===== config.mk =====
export PLATFORM = sky130hd
export DESIGN_NAME = apb_multi_slave_master
export DESIGN_NICKNAME = d
export VERILOG_FILES = /design/src/rtl/apb_multi_slave_master.sv
export SDC_FILE = /design/constraint.sdc
export NUM_CORES = 1
export LEC_CHECK = 0
export CAP_MARGIN = 30
export CORE_AREA = 2 2 119 121
export CTS_CLUSTER_DIAMETER = 150
export DETAILED_ROUTE_END_ITERATION = 12
export DIE_AREA = 0 0 121 123
export HOLD_SLACK_MARGIN = 0.03
export PLACE_DENSITY = 0.87
export SETUP_SLACK_MARGIN = 0.4
export SLEW_MARGIN = 25
export SYNTH_ARGS = -nofsm -noshare
export SYNTH_HDL_FRONTEND = slang
export SYNTH_SLANG_ARGS = --single-unit

===== constraint.sdc =====
create_clock -name pclk -period 2.3 [get_ports pclk]
set_input_delay 0.345 -clock pclk [delete_from_list [all_inputs] [get_ports pclk]]
set_output_delay 0.345 -clock pclk [all_outputs]
set_load 0.1 [all_outputs]

===== src/rtl/apb_multi_slave_master.sv =====
// apb_multi_slave_master: single-command bridge to an APB3 bus with NUM_SLAVES
// slaves. The upper address bits select the slave. The block adds a decode-error
// response, a wait-state timeout and a one-cycle done pulse back to the bridge.
// Optional macro APB4_PSTRB_EN adds the APB4 strobe (pstrb) and protection
// (pprot) sideband signals, which are captured together with the address.
module apb_multi_slave_master #(
  parameter int ADDR_WIDTH     = 32,
  parameter int DATA_WIDTH     = 32,
  parameter int NUM_SLAVES     = 4,
  parameter int TIMEOUT_CYCLES = 16
) (
  input  logic                           pclk,
  input  logic                           preset_n,
  input  logic                           trans_i,
  input  logic [ADDR_WIDTH-1:0]          addr_i,
  input  logic [DATA_WIDTH-1:0]          wdata_i,
  input  logic                           wr_rd_i,
`ifdef APB4_PSTRB_EN
  input  logic [DATA_WIDTH/8-1:0]        strb_i,
  input  logic [2:0]                     prot_i,
  output logic [DATA_WIDTH/8-1:0]        pstrb,
  output logic [2:0]                     pprot,
`endif
  output logic                           ready_o,
  output logic                           done_o,
  output logic [DATA_WIDTH-1:0]          rdata_o,
  output logic                           trans_err_o,
  output logic [NUM_SLAVES-1:0]          pselx,
  output logic                           penable,
  output logic                           pwrite,
  output logic [ADDR_WIDTH-1:0]          paddr,
  output logic [DATA_WIDTH-1:0]          pwdata,
  input  logic [NUM_SLAVES*DATA_WIDTH-1:0] prdata,
  input  logic [NUM_SLAVES-1:0]          pready,
  input  logic [NUM_SLAVES-1:0]          pslverr
);

  localparam int SEL_BITS = (NUM_SLAVES > 1) ? $clog2(NUM_SLAVES) : 1;
  localparam int CNT_W    = (TIMEOUT_CYCLES > 0) ? $clog2(TIMEOUT_CYCLES + 1) : 1;
  localparam logic [CNT_W-1:0]  CNT_LAST = CNT_W'((TIMEOUT_CYCLES > 0) ? TIMEOUT_CYCLES - 1 : 0);
  localparam logic [CNT_W-1:0]  CNT_MAX  = '1;
  localparam logic [SEL_BITS:0] NUM_SEL  = (SEL_BITS + 1)'(NUM_SLAVES);

  typedef enum logic [1:0] {IDLE, SETUP, ACCESS} state_t;

  state_t                  state_q, state_d;
  logic [CNT_W-1:0]        wait_cnt_q, wait_cnt_d;
  logic [NUM_SLAVES-1:0]   pselx_d;
  logic                    penable_d, pwrite_d, done_d, err_d, ready_d;
  logic [ADDR_WIDTH-1:0]   paddr_d;
  logic [DATA_WIDTH-1:0]   pwdata_d, rdata_d;
  logic [SEL_BITS-1:0]     sel_k;
  logic                    dec_ok;
  logic [NUM_SLAVES-1:0]   sel_onehot;
  logic                    sel_ready, sel_err;
  logic [DATA_WIDTH-1:0]   sel_rdata;
`ifdef APB4_PSTRB_EN
  logic [DATA_WIDTH/8-1:0] pstrb_d;
  logic [2:0]              pprot_d;
`endif

  assign sel_k     = addr_i[ADDR_WIDTH-1 -: SEL_BITS];
  assign dec_ok    = ({1'b0, sel_k} < NUM_SEL);
  // Only the currently selected slave may answer; pselx is one-hot or zero.
  assign sel_ready = |(pready & pselx);
  assign sel_err   = |(pslverr & pselx);

  // Decode the slave index into a one-hot select and mux the selected read data.
  always_comb begin
    sel_onehot = '0;
    sel_rdata  = '0;
    for (int i = 0; i < NUM_SLAVES; i++) begin
      sel_onehot[i] = ({1'b0, sel_k} == (SEL_BITS + 1)'(i));
      if (pselx[i]) sel_rdata = sel_rdata | prdata[i*DATA_WIDTH +: DATA_WIDTH];
    end
  end

  // Next-state and next-output logic; every output is registered below.
  always_comb begin
    state_d    = state_q;
    wait_cnt_d = wait_cnt_q;
    pselx_d    = pselx;
    penable_d  = penable;
    pwrite_d   = pwrite;
    paddr_d    = paddr;
    pwdata_d   = pwdata;
    done_d     = 1'b0;
    err_d      = 1'b0;
    rdata_d    = '0;
`ifdef APB4_PSTRB_EN
    pstrb_d    = pstrb;
    pprot_d    = pprot;
`endif
    case (state_q)
      IDLE: begin
        if (trans_i) begin
          if (dec_ok) begin
            state_d    = SETUP;
            wait_cnt_d = '0;
            pselx_d    = sel_onehot;
            penable_d  = 1'b0;
            paddr_d    = addr_i;
            pwrite_d   = wr_rd_i;
            pwdata_d   = wr_rd_i ? wdata_i : '0;
`ifdef APB4_PSTRB_EN
            pstrb_d    = wr_rd_i ? strb_i : '0;
            pprot_d    = prot_i;
`endif
          end else begin
            // Address outside the slave range: answer with an error, no bus cycle.
            done_d = 1'b1;
            err_d  = 1'b1;
          end
        end
      end
      SETUP: begin
        state_d   = ACCESS;
        penable_d = 1'b1;
      end
      ACCESS: begin
        if (sel_ready) begin
          state_d   = IDLE;
          pselx_d   = '0;
          penable_d = 1'b0;
          done_d    = 1'b1;
          err_d     = sel_err;
          rdata_d   = pwrite ? '0 : sel_rdata;
        end else if (TIMEOUT_CYCLES > 0 && wait_cnt_q == CNT_LAST) begin
          state_d   = IDLE;
          pselx_d   = '0;
          penable_d = 1'b0;
          done_d    = 1'b1;
          err_d     = 1'b1;
        end else if (wait_cnt_q != CNT_MAX) begin
          wait_cnt_d = wait_cnt_q + 1'b1;
        end
      end
      default: state_d = IDLE;
    endcase
    ready_d = (state_d == IDLE);
  end

  // State, wait counter and all bus/bridge outputs, cleared asynchronously.
  always_ff @(posedge pclk or negedge preset_n) begin
    if (!preset_n) begin
      state_q     <= IDLE;
      wait_cnt_q  <= '0;
      pselx       <= '0;
      penable     <= 1'b0;
      pwrite      <= 1'b0;
      paddr       <= '0;
      pwdata      <= '0;
      done_o      <= 1'b0;
      trans_err_o <= 1'b0;
      rdata_o     <= '0;
      ready_o     <= 1'b0;
`ifdef APB4_PSTRB_EN
      pstrb       <= '0;
      pprot       <= '0;
`endif
    end else begin
      state_q     <= state_d;
      wait_cnt_q  <= wait_cnt_d;
      pselx       <= pselx_d;
      penable     <= penable_d;
      pwrite      <= pwrite_d;
      paddr       <= paddr_d;
      pwdata      <= pwdata_d;
      done_o      <= done_d;
      trans_err_o <= err_d;
      rdata_o     <= rdata_d;
      ready_o     <= ready_d;
`ifdef APB4_PSTRB_EN
      pstrb       <= pstrb_d;
      pprot       <= pprot_d;
`endif
    end
  end

endmodule


# [Word level (Yosys, flattened, before mapping)]
# Cells that the tools add are included.
[totals] input_bits=204 wordCells=70 latchBits=0 mem_bits_rw=0 rom_bits=0 reg_bits=112 output_inout_bits=105 n_memories=0
[classes] n_lt_le_gt_ge=0 addsub=1 mux=30 n_bitwise=5 shift=0 reduce_logical=11 n_div=0 multipliers=0 n_eq_ne=12
[op_table] operator="2-to-1 mux 32 bit" count=8
[op_table] operator="bitwise OR 32 bit" count=3
[op_table] operator="2-to-1 mux 5 bit" count=4
[op_table] operator="2-to-1 mux 4 bit" count=3
[op_table] operator="one-hot mux 5 bit (2 select lines)" count=1
[op_table] operator="AND 4 bit" count=2
[op_table] operator="2-to-1 mux 1 bit" count=8
[op_table] operator="!= test 2 bit (second input constant)" count=4
[op_table] operator="one-hot mux 4 bit (2 select lines)" count=1
[op_table] operator="OR reduction 4 bit" count=2
[op_table] operator="equality test 2 bit (second input constant)" count=3
[op_table] operator="logical NOT 2 bit" count=3
[op_table] operator="2-to-1 mux 2 bit" count=3
[op_table] operator="one-hot mux 2 bit (3 select lines)" count=1
[op_table] operator="AND reduction 3 bit" count=2
[op_table] operator="adder 5 x 1 -> 5 bit (second input constant)" count=1
[op_table] operator="equality test 5 x 4 -> 1 bit (second input constant)" count=1
[op_table] operator="!= test 5 bit (second input constant)" count=1
[op_table] operator="AND reduction 5 bit" count=1
[op_table] operator="equality test 2 x 1 -> 1 bit (second input constant)" count=2
[op_table] operator="!= test 3 bit (second input constant)" count=1
[op_table] operator="one-hot mux 1 bit (3 select lines)" count=1
[op_table] operator="nonzero test 3 bit" count=1
[op_table] operator="AND reduction 2 bit" count=1
[op_table] operator="nonzero test 2 bit" count=1

# [Depth between registers and ports, before layout]
[logic_depth] word_depth=10 ltp_mapped=6 ltp_nobuf=6

# [Worst setup path after synthesis]
# No wires, ideal clock.
[synth_path] path_type="register -> register" startpoint="reg pselx[0]" endpoint="reg rdata_o[0]" stages_incl_launch_ff=6 t_required_ns=2.227 setup_time_ns=0.073 n_path_buf=2 arrival_ns=1.984 synth_period_minus_slack_ns=2.057 setup_slack_ns=0.243 cell_sequence="dfrtp_1 > buf_2 > a22oi_4 > a211o_2 > buf_6 > a21oi_2"
[synth_via] elab_chain_cells=10 elab_cells_between_ends=12 classes_between="mux (7); bitwise (4); reduce/logical (1)"
[synth_lines] item="start: declaration" line="28" text="output logic [NUM_SLAVES-1:0] pselx,"
[synth_lines] item="start signal: assignment" line="164" text="pselx <= pselx_d;"
[synth_lines] item="2-to-1 mux 32 bit" line="74" text="if (pselx[i]) sel_rdata = sel_rdata | prdata[i*DATA_WIDTH +: DATA_WIDTH];"
[synth_lines] item="bitwise OR 32 bit" line="74"
[synth_lines] item="2-to-1 mux 32 bit" line="74"
[synth_lines] item="bitwise OR 32 bit" line="74"
[synth_lines] item="2-to-1 mux 32 bit" line="74"
[synth_lines] item="bitwise OR 32 bit" line="74"
[synth_lines] item="2-to-1 mux 32 bit" line="74"
[synth_lines] item="2-to-1 mux 32 bit" line="127" text="rdata_d = pwrite ? '0 : sel_rdata;"
[synth_lines] item="2-to-1 mux 32 bit (*)" line="121" text="if (sel_ready) begin"
[synth_lines] item="2-to-1 mux 32 bit (*)" line="94" text="case (state_q)"
[synth_lines] item="named net rdata_d[0]" line="51" text="logic [DATA_WIDTH-1:0] pwdata_d, rdata_d;"
[synth_lines] item="end signal: assignment" line="171" text="rdata_o <= rdata_d;"
[synth_lines] item="end: declaration" line="26" text="output logic [DATA_WIDTH-1:0] rdata_o,"
# The timed path passes the listed nets; every way through them passes the cells marked *.
# A chain may end at the register's enable or synchronous reset.

# [Final worst setup path]
[layout_path] startpoint="reg pselx[3]" endpoint="out pselx[3]"
# No word-level cell between the ends.

==> out/summary.txt <==
Status = finished, final reports clean
GRT Residual Overflow = 0
CTS tree = built
Die ar. = 14900 um2
Mapped Nets = 703
Vias per cell = 4.99
Post-Synth Simple-Gate Area = 0.184
Routed WL = 17200 um
Effective utilization at floorplan = 0.362
Hpwl dp = 12900 um
Nets = 1002
Detail Route Antenna Nets = 0
Post-synthesis mux area share = 0.0102
Core Region = 13600 um2
CP arrival = 1.44 ns
Synth Area in Compound Gates = 0.184
R2R cell count = 6
Leading area contributor after synthesis = dfrtp_1
Root buf cell = clkbuf_16
Post-synth EDFFs = 0
Largest net degree at the start of global routing = 53
Overall routing resource usage = 0.227
Antenna violations before repair = 1
CTS buffer count = 9
Starting DRT DRC Count = 375
Clock sinks = 112
Kind of start point of the critical path = flop
Setup Viol. Count Final = 0
RSZ-0062 raised after global routing = no
Critical path endpoint category = primary output
Relative slew slack = 0.723
Synth Warn # = 0
Chip height = 123 um
Register-to-register setup slack = 0.54 ns
FF+latch count, synth = 112
Non-Filler Instances = 980
Setup Skew = 0.00951 ns
# IOs = 309
Fin. max-slew vios = 0
Pleak = 3.98 nW
Top post-synthesis cells by area = dfrtp_1 57%, nand2_1 13%, a22oi_1 9.9%, a21oi_2 5.3%, nand3_1 3.5%
Crit Path Category = flop to primary output
Share of layout cells above drive strength 1 = 0.228
Clk_lat worst skew = 0.35 ns
Total setup buffers inserted after CTS = 0
XOR/XNOR Fraction of Synth Area = 0
Die width = 121 um
First-pass GRT wire length = 25900 um
Least-Margin Pin Slew = 0.416 ns
IO Port Bufs = 308
Synth cell count leaders = 173 x nand2_1, 112 x dfrtp_1, 65 x a22oi_1, 34 x nand3_1, 30 x a21oi_2
Share of the yosys chip area belonging to registers = 0.569
Most frequent cell after synthesis = nand2_1
Max Freq = 561 MHz
Min-Delay Path Class = primary input to async pin
Routed WL per cell = 17.6 um
Synth Flop Type = dfrtp_1
Syn Area/Cell = 9.92 um2
Synthesized cell area = 4920 um2
Reg2Reg Launch Point = wait_cnt_q[0]
Fin Setup TNS = 0 ns
Vias in the first global route = 4904
Worst R2R End = wait_cnt_q[0]
Htree depth = 3
DR pass1 iterations = 4
Post-synthesis cell type count = 33
Share of the synthesized area in the top cell type = 0.569
Fin crit share = 0.775
Placed Cells incl. Taps = 963
Ys async rst share = 1.00
Power per cell area = 1580 nW/um2
Min Tclk post-route = 1.78 ns
MaxCap Viol Count = 0
Cells after synthesis = 496
Residual DRC = 0
Row cnt = 43
Worst-path clk slew = 0.07 ns
Main combinational cell family by area after synthesis = compound AO/OA/AOI/OAI gates
GP Congestion = 0.882
VDD IR max = 1.45 mV
Crit path max fanout = 17
Area growth syn-to-layout = 69.4%
Adder-cell area share of the yosys netlist = 0.00763
CTS Buffer Depth = 2
Final Hold Vio Count = 0
Via count = 4892
Antenna Cells = 0
WP data required = 1.96 ns
-- cell usage in the layout (no fill, tap or decap), types with 3 or more instances in the layout --
master / n
clkbuf_16: 9
a21oi_1: 4
a21oi_2: 30
nand2_1: 173
a22oi_1: 65
buf_12: 7
dfrtp_1: 108
inv_1: 5
dfrtp_2: 4
clkdlybuf4s50_1: 202
nand4_1: 3
nand2b_1: 3
buf_4: 116
nand3_1: 32
mux2i_1: 5
-- flip-flops by register name (all words and copies together), names as in the netlist --
| register | count |
|---|---|
| pwrite | 1 |
| penable | 1 |
| ready_o | 1 |
| rdata_o | 32 |
| pwdata | 32 |
| paddr | 32 |
| wait_cnt_q | 5 |
| pselx | 4 |
| state_q | 2 |
| done_o | 1 |
| trans_err_o | 1 |
-- kinds of logic (layout without fill, tap and decap cells) --
logic type | Yosys count | after routing
DFF | 112 | 112
adders and majority gates | 3 | 3
and+or+nand+nor | 219 | 219
muxes | 5 | 5
buffers and inverters | 44 | 348
AOI/OAI and AO/OA | 113 | 113
-- report_power, final --
group          total, mW  switching (mW)  leakage (nW)  internal (mW)
logic               8.47            6.52          2.38           1.94
clock network       1.54           0.735         0.141          0.810
registers           3.13           0.493          1.46           2.64
total               13.1            7.75          3.98           5.40
-- worst max-delay path: stages (launching register included) --
cell and delay [ns]:
dfrtp_2 0.56, buf_4 0.31, buf_12 0.21
-- cell type report --
cell class / count / area (um2)
clock buffers: 12 / 256
clock inverters: 4 / 36.3
fillers: 1163 / 5280
inverters: 6 / 22.5
multi-input cells: 340 / 1950
flip-flops and latches: 112 / 2810
well taps: 180 / 225
repair buffers: 326 / 3040
-- per-stage QoR --
step           hold slack [ns]  power, mW  utilization  setup WS [ns]  cell area, um2
5_1_grt                  0.500       13.7        0.612          0.443            8340
4_1_cts                  0.475       13.2        0.610          0.384            8300
3_3_place_gp             0.304       11.5        0.587          0.253            7990
6_report                 0.472       13.1        0.612          0.518            8340
2_1_floorplan           0.0494       9.41            -          0.532            4930
3_5_place_dp             0.303       11.6        0.587          0.204            7990
-- metal layers --
metal,up-vias,share of wire,track usage,wire (um)
li1,2309,-,-,-
met1,2349,0.39,0.260,6690
met2,197,0.51,0.402,8740
met3,35,0.076,0.0669,1310
met4,2,0.026,0.0828,446
met5,-,0.00076,0,13
-- worst max-delay path by stage --
stage                             start             to  slack (ns)  cells after the start
after floorplan                pselx[0]     rdata_o[0]        0.53                      5
after global placement          trans_i       pselx[1]        0.25                      5
after detailed placement        trans_i       pselx[1]        0.20                      5
after CTS                 wait_cnt_q[0]  wait_cnt_q[0]        0.38                      6
after global routing           pselx[3]       pselx[3]        0.44                      2
final                          pselx[3]       pselx[3]        0.52                      2
-- what timing repair did --
action	in CTS	in global routing
endpoints found under the hold margin	29	0
hold buffers	1	0
gates resized for setup	1	6
endpoints found under the setup margin	2	8
pin swaps	0	2
Note: power is estimated with default switching activity, not from simulation.
==> RTL change (same settings) <==
The option `APB4_PSTRB_EN` is turned on by a define.
--- a/src/rtl/apb_multi_slave_master.sv
+++ b/src/rtl/apb_multi_slave_master.sv
@@ -4,4 +4,6 @@
 // Optional macro APB4_PSTRB_EN adds the APB4 strobe (pstrb) and protection
 // (pprot) sideband signals, which are captured together with the address.
+`define APB4_PSTRB_EN
+
 module apb_multi_slave_master #(
   parameter int ADDR_WIDTH     = 32,
Interface: changed (added pprot, prot_i, pstrb and strb_i); port bits go from 309 to 323. The function was not compared with the original's and may differ.
==> RTL change against the unedited design <==
  * Cell area is 7.5% higher
  * Largest power group unchanged
  * Area after synthesis is 2.9% higher
  * Highest routed layer is now met4
  * Sequential cell count is 7 higher
  * Fmax is 4.3% lower
  * Die area stayed put
  * Count of clock-buffer cells in the layout is 5 higher
  * Non-clock buffer count is 12 higher
  * Setup slack worse by 0.080 ns
  * Total power is 15% higher
  * Wire length is 5.6% higher
  * Global-route usage is 0.81 points higher
  * Critical path depth is 4 higher
==> RTL change: results (changes against the unedited design) <==
[run_status]
outcome=complete, no violations  ; unchanged

[timing]
skew_ns=0.00744  ; was 0.00951 ns
holdWs_ns=0.465  ; was 0.472 ns
relSlewSlack_pct=62.5  ; was 72.3%
min_period_ns=1.86  ; was 1.78 ns

[grt]
antenna_found_initial=0  ; was 1
grt_util_met3_pct=7.43  ; was 6.69%
use_met2_pct=40.0  ; was 40.2%
grt_pass1_vias=5146  ; was 4904
grtUsageTotal_pct=23.5  ; was 22.7%
grt_use_met1_pct=27.4  ; was 26.0%
grt_pass1_wl_um=27000  ; was 25900 um
grt_max_degree=44  ; was 53

[power_and_ir_drop]
p_leak_nw=4.36  ; was 3.98 nW
vdd_drop_max_mv=1.43  ; was 1.45 mV

[cells_and_area]
nets=1058  ; was 1002
drive_above_1_share_pct=20.2  ; was 22.8%
multi_input_area_um2=1920  ; was 1950 um2
fillers=1062  ; was 1163

[placement]
pre_cts_slack_ns=0.201  ; was 0.204 ns
port_buffers=322  ; was 308
place.gp.congestion=0.814  ; was 0.882
place_area_um2=8240  ; was 7990 um2

[worst_hold_path]
hold_path.startpoint=addr_i[25]
hold_path.class=in2reg  ; was in2async

[cts]
clk_latency_ns=0.40  ; was 0.35 ns

[route]
drt-initial-drc-count=272  ; was 375
vias=5151  ; was 4892
wl_met2_um=9110  ; was 8740 um
wire_per_inst_um=17.5  ; was 17.6 um
firstDrtPassIters=6  ; was 4
drt-total-wl_um=18200  ; was 17200 um
routed-wl-met3_um=1620  ; was 1310 um
top_layer_used=met4  ; was met5

[logic_synthesis]
synth.avg_cell_area_um2=9.61  ; was 9.92 um2
ys_types=31  ; was 33
syn_nets=741  ; was 703
synth_area_leaders=dfrtp_1 (59%), nand2_1 (14%), a22oi_1 (9.6%)  ; was dfrtp_1 (57%), nand2_1 (13%), a22oi_1 (9.9%)
synth.top_cells.by_count=nand2_1 (190), dfrtp_1 (119), a22oi_1 (65), nand3_1 (38), a21oi_1 (34)  ; was nand2_1 (173), dfrtp_1 (112), a22oi_1 (65), nand3_1 (34), a21oi_2 (30)

[critical_path]
timing.rr.end=wait_cnt_q[2]  ; was wait_cnt_q[0]

RTL change: changes by cell type in the layout (fill, tap and decap cells not counted), moves of 7 or more:
cell / delta
a21oi_1: +30
nand2_1: +17
clkdlybuf4s50_1: +7
a21oi_2: -30
clkbuf_16: +8
dfrtp_1: +7
RTL change: worst max path at each step:
stage | from | to
finish | wait_cnt_q[0] | wait_cnt_q[2]
global route | wait_cnt_q[0] | wait_cnt_q[0]
CTS | wait_cnt_q[0] | wait_cnt_q[1]
detailed placement | trans_i | pwdata[4]
global placement | trans_i | pwdata[31]
floorplan | wait_cnt_q[0] | wait_cnt_q[0]
RTL change: cell families (layout without fill, tap and decap cells):
kind of cell,after synthesis,count (layout),synth area share [%]
DFF,119,119,58.8
and+or+nand+nor,241,241,19.5
adders and majority gates,3,3,0.741
AOI/OAI and AO/OA,113,113,15.5
muxes,5,5,0.988
buffers and inverters,46,375,4.52
RTL change: cell type report:
type | count | area share (%)
clock inverter | 14 | 2.49
sequential | 119 | 33.3
multi-input combinational | 362 | 21.4
clock buffer | 17 | 4.75
inverter | 6 | 0.251
timing repair buffer | 338 | 35.3
tap | 180 | 2.51
RTL change: what timing repair did:
action | in CTS | in global routing
pin swaps | 0 | 3
endpoints found under the hold margin | 40 | 0
setup endpoints to repair | 9 | 10
hold buffers | 1 | 0
cloned | 0 | 0
buffers inserted | 0 | 1
resized for setup | 4 | 6
RTL change: where the power goes:
part | internal (mW) | switching [mW]
registers | 2.82 | 0.511
logic | 2.00 | 6.93
clock network | 1.93 | 0.974
RTL change: worst max-delay path, cell delays in order, from the launching register on:
cell	delay (ns)
dfrtp_1	0.40
ha_1	0.24
and3_4	0.20
ha_4	0.18
nor4b_4	0.36
nand4_1	0.19
mux2i_1	0.16
